===== src/rtl/load_store_unit.sv =====
// Byte/halfword/word load-store unit between a core request port and a
// single-word data memory; big-endian lanes, sub-word stores via read-modify-write.
module load_store_unit #(
  parameter int unsigned MEM_BYTES = 65536
) (
  input  logic        clk,
  input  logic        rstN,
  input  logic        reqValid,
  output logic        reqReady,
  input  logic        isStore,
  input  logic [2:0]  funct3,
  input  logic [31:0] addr,
  input  logic [31:0] storeData,
  output logic        respValid,
  output logic        respErr,
  output logic [31:0] loadData,
  output logic [31:0] memAdr,
  output logic [31:0] writeData,
  output logic        memWrite,
  input  logic [31:0] readData
);

  typedef enum logic [1:0] {IDLE, READ, WRITE, DONE} state_e;

  localparam logic [2:0]  F3_B  = 3'b000;
  localparam logic [2:0]  F3_H  = 3'b001;
  localparam logic [2:0]  F3_W  = 3'b010;
  localparam logic [2:0]  F3_BU = 3'b100;
  localparam logic [2:0]  F3_HU = 3'b101;
  localparam logic [32:0] MemLimit = 33'(MEM_BYTES);

  state_e      state_q, state_d;
  logic        is_store_q, is_store_d;
  logic [2:0]  funct3_q, funct3_d;
  logic [31:0] addr_q, addr_d;
  logic [31:0] store_data_q, store_data_d;
  logic [31:0] rdata_q, rdata_d;
  logic [31:0] load_data_q, load_data_d;
  logic        resp_err_q, resp_err_d;

  logic        accept;
  logic        req_legal;
  logic        req_misaligned;
  logic        req_err;
  logic [2:0]  req_size;
  logic [32:0] req_end;

  // Lane extraction: byte offset 0 is the most significant byte of the word.
  function automatic logic [31:0] extract_load(input logic [31:0] word,
                                               input logic [1:0]  off,
                                               input logic [2:0]  f3);
    logic [7:0]  b;
    logic [15:0] h;
    case (off)
      2'd0:    b = word[31:24];
      2'd1:    b = word[23:16];
      2'd2:    b = word[15:8];
      default: b = word[7:0];
    endcase
    h = off[1] ? word[15:0] : word[31:16];
    case (f3)
      F3_B:    return {{24{b[7]}}, b};
      F3_H:    return {{16{h[15]}}, h};
      F3_BU:   return {24'b0, b};
      F3_HU:   return {16'b0, h};
      default: return word;
    endcase
  endfunction

  function automatic logic [31:0] merge_store(input logic [31:0] word,
                                              input logic [1:0]  off,
                                              input logic [2:0]  f3,
                                              input logic [31:0] sd);
    logic [31:0] m;
    m = word;
    case (f3)
      F3_B: begin
        case (off)
          2'd0:    m[31:24] = sd[7:0];
          2'd1:    m[23:16] = sd[7:0];
          2'd2:    m[15:8]  = sd[7:0];
          default: m[7:0]   = sd[7:0];
        endcase
      end
      F3_H: begin
        if (off[1]) m[15:0]  = sd[15:0];
        else        m[31:16] = sd[15:0];
      end
      default: m = sd;
    endcase
    return m;
  endfunction

  // NOTE: every signal written here gets a default first, so no latch is inferred.
  always_comb begin
    req_legal = 1'b0;
    req_size  = 3'd0;
    if (isStore) begin
      case (funct3)
        F3_B:    begin req_legal = 1'b1; req_size = 3'd1; end
        F3_H:    begin req_legal = 1'b1; req_size = 3'd2; end
        F3_W:    begin req_legal = 1'b1; req_size = 3'd4; end
        default: begin req_legal = 1'b0; req_size = 3'd0; end
      endcase
    end else begin
      case (funct3)
        F3_B, F3_BU: begin req_legal = 1'b1; req_size = 3'd1; end
        F3_H, F3_HU: begin req_legal = 1'b1; req_size = 3'd2; end
        F3_W:        begin req_legal = 1'b1; req_size = 3'd4; end
        default:     begin req_legal = 1'b0; req_size = 3'd0; end
      endcase
    end
    req_misaligned = ((req_size == 3'd2) && addr[0]) ||
                     ((req_size == 3'd4) && (addr[1:0] != 2'b00));
    // 33-bit sum so an address near 2^32 cannot wrap into range.
    req_end = {1'b0, addr} + {30'b0, req_size};
    req_err = !req_legal || req_misaligned || (req_end > MemLimit);
  end

  assign accept = reqValid && reqReady;

  // NOTE: sequential state uses non-blocking assignments so every register
  // samples pre-edge values regardless of process ordering.
  always_ff @(posedge clk) begin
    if (!rstN) state_q <= IDLE;
    else       state_q <= state_d;
  end

  always_comb begin
    state_d = state_q;
    case (state_q)
      IDLE: begin
        if (accept) begin
          if (req_err)                       state_d = DONE;
          else if (isStore && funct3 == F3_W) state_d = WRITE;
          else                               state_d = READ;
        end
      end
      READ:    state_d = is_store_q ? WRITE : DONE;
      WRITE:   state_d = DONE;
      DONE:    state_d = IDLE;
      default: state_d = IDLE;
    endcase
  end

  always_comb begin
    reqReady  = (state_q == IDLE) && rstN;
    respValid = (state_q == DONE) && rstN;
    memWrite  = (state_q == WRITE) && rstN;
    memAdr    = 32'h0;
    writeData = 32'h0;
    if (state_q == READ || state_q == WRITE) memAdr = {addr_q[31:2], 2'b00};
    if (state_q == WRITE)
      writeData = merge_store(rdata_q, addr_q[1:0], funct3_q, store_data_q);
    respErr  = resp_err_q;
    loadData = load_data_q;
  end

  always_comb begin
    is_store_d   = is_store_q;
    funct3_d     = funct3_q;
    addr_d       = addr_q;
    store_data_d = store_data_q;
    rdata_d      = rdata_q;
    load_data_d  = load_data_q;
    resp_err_d   = resp_err_q;
    if (accept) begin
      is_store_d   = isStore;
      funct3_d     = funct3;
      addr_d       = addr;
      store_data_d = storeData;
      load_data_d  = 32'h0;
      resp_err_d   = req_err;
    end
    if (state_q == READ) begin
      rdata_d = readData;
      if (!is_store_q) load_data_d = extract_load(readData, addr_q[1:0], funct3_q);
    end
  end

  always_ff @(posedge clk) begin
    if (!rstN) begin
      is_store_q   <= 1'b0;
      funct3_q     <= 3'b0;
      addr_q       <= 32'h0;
      store_data_q <= 32'h0;
      rdata_q      <= 32'h0;
      load_data_q  <= 32'h0;
      resp_err_q   <= 1'b0;
    end else begin
      is_store_q   <= is_store_d;
      funct3_q     <= funct3_d;
      addr_q       <= addr_d;
      store_data_q <= store_data_d;
      rdata_q      <= rdata_d;
      load_data_q  <= load_data_d;
      resp_err_q   <= resp_err_d;
    end
  end

endmodule


===== config.mk =====
export PLATFORM = sky130hd
export DESIGN_NAME = load_store_unit
export DESIGN_NICKNAME = d
export VERILOG_FILES = /design/src/rtl/load_store_unit.sv
export SDC_FILE = /design/constraint.sdc
export NUM_CORES = 1
export LEC_CHECK = 0
export CELL_PAD_IN_SITES_DETAIL_PLACEMENT = 0
export CELL_PAD_IN_SITES_GLOBAL_PLACEMENT = 1
export CORE_MARGIN = 8
export CORE_UTILIZATION = 31
export DETAILED_ROUTE_END_ITERATION = 8
export PLACE_DENSITY = 0.73
export SYNTH_ARGS = -nofsm -noshare
export SYNTH_HDL_FRONTEND = slang
export SYNTH_SLANG_ARGS = --single-unit

===== constraint.sdc =====
create_clock -name clk -period 3.3 [get_ports clk]
set_input_delay 0.495 -clock clk [delete_from_list [all_inputs] [get_ports clk]]
set_output_delay 0.495 -clock clk [all_outputs]
set_load 0.05 [all_outputs]

# Yosys cells after proc, flatten, opt, wreduce, memory -nomap -nowiden
# Index checks and enable logic that the tools add are counted.
[classes]
add_sub_neg = 1
n_lt_le_gt_ge = 1
n_eq_ne = 15
mux = 26
reduce_logical = 22
[op_table]
columns = ["cell", "count"]
rows = [
  ["$mux 32", 5],
  ["$pmux 32 s4", 1],
  ["$pmux 32 s2", 1],
  ["$mux 16", 3],
  ["$add 32x3->33", 1],
  ["$gt 33x17->1 const B", 1],
  ["$mux 8", 4],
  ["$pmux 8 s3", 1],
  ["$pmux 3 s3", 2],
  ["$eq 3x3->1 const B", 5],
  ["$pmux 2 s4", 1],
  ["$logic_and 1x1->1", 7],
  ["$eq 2x2->1 const B", 3],
  ["$eq 3x1->1 const B", 2],
  ["$eq 3x2->1 const B", 2],
  ["$logic_not 3->1", 2],
  ["$mux 2", 3],
  ["$reduce_or 3->1", 2],
  ["$reduce_or 5->1", 1],
  ["$eq 2x1->1 const B", 2],
  ["$logic_not 2->1", 2],
  ["$logic_or 1x1->1", 4],
  ["$mux 1", 4],
  ["$reduce_or 2->1", 2],
  ["4 further kinds", 4],
]
[word_totals]
regBits = 135
input_bits = 103
out_inout_bits = 100
elab_cells = 73

# Depth between registers and ports, before layout
# Gate-level depths: netlist of run 1.
[logic_depth]
depth_word = 12
ltp_mapped = 12
ltp_nobuf = 12

# Least setup slack after synthesis of run 1
# Ideal clock, no wire load.
[synth_timing]
kind = "input-to-reg"
from = "input isStore"
to = "register state_q[1]"
setup_ps = 143
arrival_time_ps = 2966
required_ps = 3157
slack_ps = 191
cell_stages = 12
path_buffers = 0
cell_sequence = "a21o_1 > nor2_1 > ha_1 > inv_1 > fa_1 > nand2b_2 > a2111oi_2 > xor2_1 > nor4_1 > a31oi_1 > nor4_2 > a41oi_1"
[synth_via]
elab_chain_len = 9
word_cells_on_any_way = 17
cone_classes = "add/sub (1); order compare (1); eq/ne (2); mux (6); reduce/logical (7)"
[synth_rtl]
columns = ["item", "line_no", "text"]
rows = [
  ["start: declaration", "10", "input logic isStore,"],
  ["parallel branches: the longest is 6 deep, another holds $add 32x3->33", "-", ""],
  ["$mux 2 *", "134", "if (req_err) state_d = DONE;"],
  ["$mux 2 *", "133", "if (accept) begin"],
  ["$pmux 2 s4 *", "131", "case (state_q)"],
  ["end signal: assignment", "126", "else state_q <= state_d;"],
  ["end: declaration", "32", "state_e state_q, state_d;"],
]
# Mark *: on every way between the ends. The select of a mux whose other input is x is not followed.
# A chain may end at the register's enable or synchronous reset.

# Worst setup path in the final report of run 1
# Same ends and word-level chain as after synthesis.

==> flow_summary_export.csv, run 1 <==
group,metric,value,unit
floorplan,io_pins,203,
synth,avgSynthCellArea,7.69,sq um
route,route.met2.wl,12900,um
timing,finalClockSkew,14.8,ps
floorplan,floorplan.die.width,170,um
critical_path,cp.depth,15,
finish,area_growth,45.6,%
timing,rsz_0062_raised_after_global_routing,"false",
floorplan,floorplan.die.height,170,um
synth,synth.distinct_cells,60,
synth,ys_seq_area_frac,0.369,
timing,max_slew.worst_pin.slew,767,ps
critical_path,criticalPathCategory,"in2reg",
clocking,number_of_buffers_added_by_the_clock_tree_synthesis_step,17,
grt,via_count_of_the_first_global_routing_pass,7404,
clocking,ctsHoldBuffers,0,
finish,layout.nets,1250,
clocking,cts.htree.levels,4,
route,route.detailed.vias_per_inst,5.02,
route,drt_wl_total,27400,um
placed_design,placedInstanceArea,0.00996,sq mm
critical_path,critical_path.cell_chain,"dlygate4sd2_1, a21o_1, nor2_1, ha_2, inv_1, fa_2, nand2b_4, buf_4, a211oi_4, buf_6, nand4_1, mux2i_1, o211ai_1, nor4_2, a41oi_1",
critical_path,critPathBufInv,4,
clocking,max-clock-path-buffers,2,
timing,layout_min_cycle_time,3060,ps
synth,cell_area_after_technology_mapping,0.00733,sq mm
critical_path,timing.critical_path.slowest_stage_cell,"sky130_fd_sc_hd__nor4_2",
critical_path,reg2reg_setup_slack,940,ps
critical_path,cp.required,3590,ps
placed_design,portBuffers,200,
critical_path,arrival,3350,ps
finish,antennaDiodeCount,0,
grt,gr-total-overflow,0,
route,num_vias,7386,
floorplan,initial_utilization,0.314,
synth,synth.ff_latch_count,135,
route,topRoutingLayerUsed,"met5",
finish,layout-drive-gt1-share,0.113,
placed_design,dp_hpwl,20400,um
finish,multi_input_area,0.00435,sq mm
timing,totalNegativeSetupSlack,0,ps
timing,timing_hold_violations_final,0,
clocking,cts_tree,"yes",
finish,most_common_cell_after_layout_fill_and_taps_aside,"sky130_fd_sc_hd__nand2_1",
timing,maxClockFrequency,0.326,GHz
finish,layout_cells_excl_fill,1470,
floorplan,std_cell_rows,56,
grt,grt_max_degree,77,
floorplan,core,0.0233,sq mm
timing,slew_violations,0,
route,dr.pass1.iters,5,
finish,fillCellCount,2337,
critical_path,startpoint_type,"input pin",
finish,finish.utilization,0.457,
critical_path,crit_path_launch,"isStore",
route,drc_errors,0,
critical_path,crit_path_end_kind,"flip-flop",
min_path,min-delay-path-class,"in2reg",
grt,grt_antenna_before_repair,2,
critical_path,critical_path.endpoint,"state_q[1]",
route,dr_wl_met3,1950,um
placed_design,placed_cells_incl_taps,1436,
finish,regArea,0.00270,sq mm
critical_path,rr_startpoint,"addr_q[1]",
finish,top_library_cells_by_usage_in_the_layout_fill_and_taps_aside,"sky130_fd_sc_hd__nand2_1 (209), sky130_fd_sc_hd__clkdlybuf4s50_1 (163), sky130_fd_sc_hd__dfxtp_1 (135)",
min_path,min-delay-start,"rstN",
clocking,clk_latency,440,ps
synth,post_syn_instances,953,
synth,synthArstFlopShare,0,
critical_path,r2r_end,"loadData[9]",
clocking,clk_tree_root_cell,"sky130_fd_sc_hd__clkbuf_16",
clocking,tritoncts_num_sinks,135,
timing,timing.final.crit_share,0.929,
grt,grt_pass1_wl,42600,um
critical_path,cp_max_fo,7,
timing,final-setup-viol-count,0,
route,wire_per_inst,18.7,um
critical_path,critPathMaxStageDelay,390,ps
pwr,power_density,758,mW/mm^2
synth,yosys_warnings,0,
run_status,outcome,"completed",
route,drtIter0Drc,524,
route,number_of_nets_with_antenna_violations_after_detailed_routing,0,
clocking,clk_transition_reported_paths,60,ps
flow_run,timing.max_cap.violations,0,
timing,fin_hold_ws,385,ps
floorplan,fp.dieArea,0.0288,sq mm
timing,max-slew-margin-rel,0.489,
critical_path,timing.critical_path.max_delay_family,"simple AND/OR/NAND/NOR gates",
pwr,vdd_drop_max,0.352,mV
synth,synth_ff_type,"sky130_fd_sc_hd__dfxtp_1",
grt,global_route.usage.total,0.189,
critical_path,r2r.worst_path.cells,8,
finish,stdcell_area,0.0107,sq mm
pwr,static-leakage-power,3.91,nW
route,routedLengthMet1,12100,um
placed_design,gp_congestion,0.864,
synth,synth-edff-count,0,
[metrics by stage]
step / power [W] / setup slack [ps]
after global routing: 0.00856 / 40.8
after detailed placement: 0.00602 / -527
after CTS: 0.00817 / 42.6
final: 0.00809 / 235
after global placement: 0.00600 / -476
after floorplan: 0.00464 / 191
[power by group]
group	switching, W	total, W	internal (W)
sequential	0.000252	0.00226	0.00201
combinational	0.00236	0.00371	0.00135
clock	0.000809	0.00212	0.00131
[worst min-delay path by stage]
| stage | to | slack [ps] | depth (start not counted) |
|---|---|---|---|
| floorplan | addr_q[10] | 430 | 2 |
| finish | loadData[6] | 380 | 2 |
| global placement | addr_q[31] | 440 | 2 |
| detailed placement | addr_q[19] | 440 | 2 |
| global route | loadData[6] | 400 | 2 |
| CTS | loadData[6] | 370 | 2 |
[cell usage after synthesis (9+ instances only)]
library cell | count | share of area
sky130_fd_sc_hd__a22oi_1 | 13 | 0.013
sky130_fd_sc_hd__clkbuf_1 | 63 | 0.032
sky130_fd_sc_hd__and2_1 | 67 | 0.057
sky130_fd_sc_hd__nand3_1 | 48 | 0.033
sky130_fd_sc_hd__dfxtp_1 | 135 | 0.37
sky130_fd_sc_hd__o21ai_0 | 109 | 0.074
sky130_fd_sc_hd__a21oi_1 | 43 | 0.029
sky130_fd_sc_hd__nor2_1 | 16 | 0.0082
sky130_fd_sc_hd__nand2_1 | 209 | 0.11
sky130_fd_sc_hd__o221ai_1 | 9 | 0.011
sky130_fd_sc_hd__a21boi_0 | 28 | 0.029
sky130_fd_sc_hd__nor2b_1 | 36 | 0.031
sky130_fd_sc_hd__mux2i_1 | 39 | 0.053
[timing repair]
| item | in CTS | in global routing |
|---|---|---|
| buffers inserted | 1 | 1 |
| gates resized for setup | 4 | 8 |
| setup endpoints to repair | 2 | 4 |
| pin swaps | 3 | 5 |
[final cells by class]
class	instances	area share
multi-input cells	737	0.408
flip-flops and latches	135	0.253
repair buffers	239	0.238
clock buffers	18	0.0412
well taps	319	0.0374
clock inverters	14	0.0196
inverters	8	0.00281
[layer usage]
metal | track usage | up-vias
met2 | 0.312 | 236
met1 | 0.238 | 3439
li1 | - | 3671
met4 | 0.0569 | 4
met5 | 0 | -
met3 | 0.0477 | 36
[registers in the layout, summed over array words and instances (netlist names)]
register / flops
state_q: 2
respErr: 1
rdata_q: 32
loadData: 32
store_data_q: 32
is_store_q: 1
addr_q: 32
funct3_q: 3
[cell families (layout without fill, tap and decap cells)]
logic type | count (synthesis) | after routing | synth area share
AOI/OAI and AO/OA | 247 | 247 | 0.214
and+or+nand+nor | 426 | 426 | 0.285
xor gates and xnor gates | 9 | 9 | 0.0108
muxes | 44 | 44 | 0.0610
buffers and inverters | 82 | 279 | 0.0436
DFF | 135 | 135 | 0.369
adders and majority gates | 9 | 9 | 0.0164
other | 1 | 2 | 0.000512
Power figures use the tool's default switching activity.
==> inputs of run 2 (changes only) <==
Settings changed: RECOVER_POWER from default to 25.
==> run 2 against run 1 <==
  * The run now ends with capacitance limit, slew limit left
  * Core utilization about the same
  * Count of clock-buffer cells in the layout unchanged
  * Power about the same
  * Die area unchanged
  * Register-to-register slack worse by 320 ps
  * Setup slack better by 1.2 ps
  * Sequential cell count unchanged
  * Sequential share of layout area about the same
  * Combinational power about the same
  * Worst hold slack worse by 2.6 ps
  * Critical endpoint unchanged
==> flow_summary_export.csv, run 2 (synthesis results as in run 1) <==
group,metric,value,unit
floorplan,floorplan.die.height,170,um
finish,area_growth,45.5,%
placed_design,placedInstanceArea,0.00996,sq mm
finish,fillCellCount,2339,
timing,slew_violations,50,
pwr,power_density,759,mW/mm^2
timing,timing_hold_violations_final,0,
finish,top_library_cells_by_usage_in_the_layout_fill_and_taps_aside,"sky130_fd_sc_hd__nand2_1 (209), sky130_fd_sc_hd__clkdlybuf4s50_1 (163), sky130_fd_sc_hd__dfxtp_1 (135)",
grt,grt_max_degree,77,
route,number_of_nets_with_antenna_violations_after_detailed_routing,0,
timing,finalWorstSetupSlack,236,ps
grt,via_count_of_the_first_global_routing_pass,7404,
critical_path,criticalPathCategory,"in2reg",
min_path,min-delay-start,"rstN",
timing,rsz_0062_raised_after_global_routing,"false",
route,num_vias,7387,
route,drtIter0Drc,496,
critical_path,reg2reg_setup_slack,620,ps
timing,max_slew.worst_pin.slew,1660,ps
clocking,ctsHoldBuffers,0,
placed_design,dp_worst_setup_slack,-527,ps
clocking,clk_transition_reported_paths,60,ps
clocking,cts.htree.levels,4,
finish,antennaDiodeCount,0,
critical_path,timing.critical_path.slowest_stage_cell,"sky130_fd_sc_hd__nor4_2",
grt,grt_antenna_before_repair,2,
clocking,tritoncts_num_sinks,135,
placed_design,gp_congestion,0.864,
clocking,clk_latency,440,ps
min_path,hold_end,"loadData[6]",
critical_path,rr_startpoint,"state_q[0]",
grt,global_route.usage.total,0.189,
route,drt_wl_total,27400,um
timing,maxClockFrequency,0.326,GHz
route,dr.pass1.iters,5,
floorplan,core,0.0233,sq mm
timing,finalClockSkew,14.8,ps
grt,gr-total-overflow,0,
floorplan,floorplan.die.width,170,um
critical_path,startpoint_type,"input pin",
pwr,total_power,0.00809,W
critical_path,r2r_end,"addr_q[22]",
finish,finish.utilization,0.457,
finish,layout-drive-gt1-share,0.111,
timing,max-slew-margin-rel,-0.104,
finish,layout.nets,1250,
flow_run,timing.max_cap.violations,1,
run_status,outcome,"complete, but fails checks",
floorplan,std_cell_rows,56,
placed_design,portBuffers,200,
critical_path,arrival,3350,ps
timing,final-setup-viol-count,0,
floorplan,io_pins,203,
critical_path,cp.required,3590,ps
clocking,max-clock-path-buffers,2,
pwr,static-leakage-power,3.92,nW
clocking,cts_tree,"yes",
critical_path,critical_path.cell_chain,"dlygate4sd2_1, a21o_1, nor2_1, ha_2, inv_1, fa_2, nand2b_4, buf_4, a211oi_4, buf_6, nand4_1, mux2i_1, o211ai_1, nor4_2, a41oi_1",
route,route.detailed.vias_per_inst,5.03,
clocking,clk_tree_root_cell,"sky130_fd_sc_hd__clkbuf_16",
critical_path,r2r.worst_path.cells,5,
finish,stdcell_area,0.0107,sq mm
floorplan,fp.dieArea,0.0288,sq mm
timing,layout_min_cycle_time,3060,ps
timing,timing.final.crit_share,0.928,
route,wire_per_inst,18.6,um
critical_path,critPathMaxStageDelay,390,ps
finish,most_common_cell_after_layout_fill_and_taps_aside,"sky130_fd_sc_hd__nand2_1",
clocking,number_of_buffers_added_by_the_clock_tree_synthesis_step,17,
floorplan,initial_utilization,0.314,
min_path,hold-path-cell-count,2,
run_status,failing_checks,"capacitance limit, slew limit",
placed_design,dp_hpwl,20400,um
grt,grt_pass1_wl,42600,um
pwr,vdd_drop_max,0.354,mV
min_path,min-delay-path-class,"in2reg",
route,drc_errors,0,
critical_path,crit_path_end_kind,"flip-flop",
critical_path,cp_max_fo,7,
-- run 2: stage by stage --
step	hold slack, ps	setup TNS, ps	instances
2_1_floorplan	431	0	954
3_3_place_gp	440	-1310	1436
3_5_place_dp	445	-1470	1436
4_1_cts	373	0	1469
5_1_grt	401	0	1470
6_report	382	0	1470
-- run 2: how the worst max path moves through the flow --
stage,start,cells past startpoint,to
6_report,isStore,15,state_q[1]
5_1_grt,isStore,15,state_q[1]
3_5_place_dp,isStore,13,state_q[1]
3_3_place_gp,isStore,13,state_q[1]
4_1_cts,funct3[2],15,state_q[1]
2_1_floorplan,isStore,12,state_q[1]
-- run 2: where the power goes --
group	total [W]	switching [W]	internal (W)
logic	0.00372	0.00236	0.00136
clock network	0.00212	0.000811	0.00131
registers	0.00226	0.000251	0.00201
-- run 2: worst max-delay path: cells and delay by family --
kind / cells / cell delay (ps)
multiplexers: 1 / 200
AO/OA/AOI/OAI: 4 / 730
adder cells (fa/ha/maj): 2 / 520
AND/OR/NAND/NOR: 4 / 770
buffers and inverters: 4 / 620
-- run 2: area by class of cell --
cell class,count,area (sq um),share of cell area
Clock buffer,18,439,0.0412
Sequential cell,135,2700,0.254
Timing Repair Buffer,239,2530,0.238
Inverter,8,30.0,0.00282
Clock inverter,14,209,0.0196
Tap cell,319,399,0.0375
Multi-Input combinational cell,737,4350,0.408
-- run 2: repair_timing --
item / 4_1_cts / 5_1_grt
hold endpoints to repair: 0 / 0
cloned: 0 / 0
gates resized for setup: 4 / 8
pin swaps: 3 / 5
buffers inserted: 1 / 1
endpoints found under the setup margin: 2 / 4
-- run 2: per-layer routing --
metal,wire [um],vias up,global-route usage
li1,-,3672,-
met1,12000,3460,0.238
met2,12900,217,0.312
met3,1990,34,0.0477
met4,445,4,0.0569
met5,31,-,0
==> inputs of run 3 (changes only) <==
Settings changed: SLEW_MARGIN from default to 20.
==> results of run 3 <==
Final layout, timing and power as in run 2 (identical DEF).
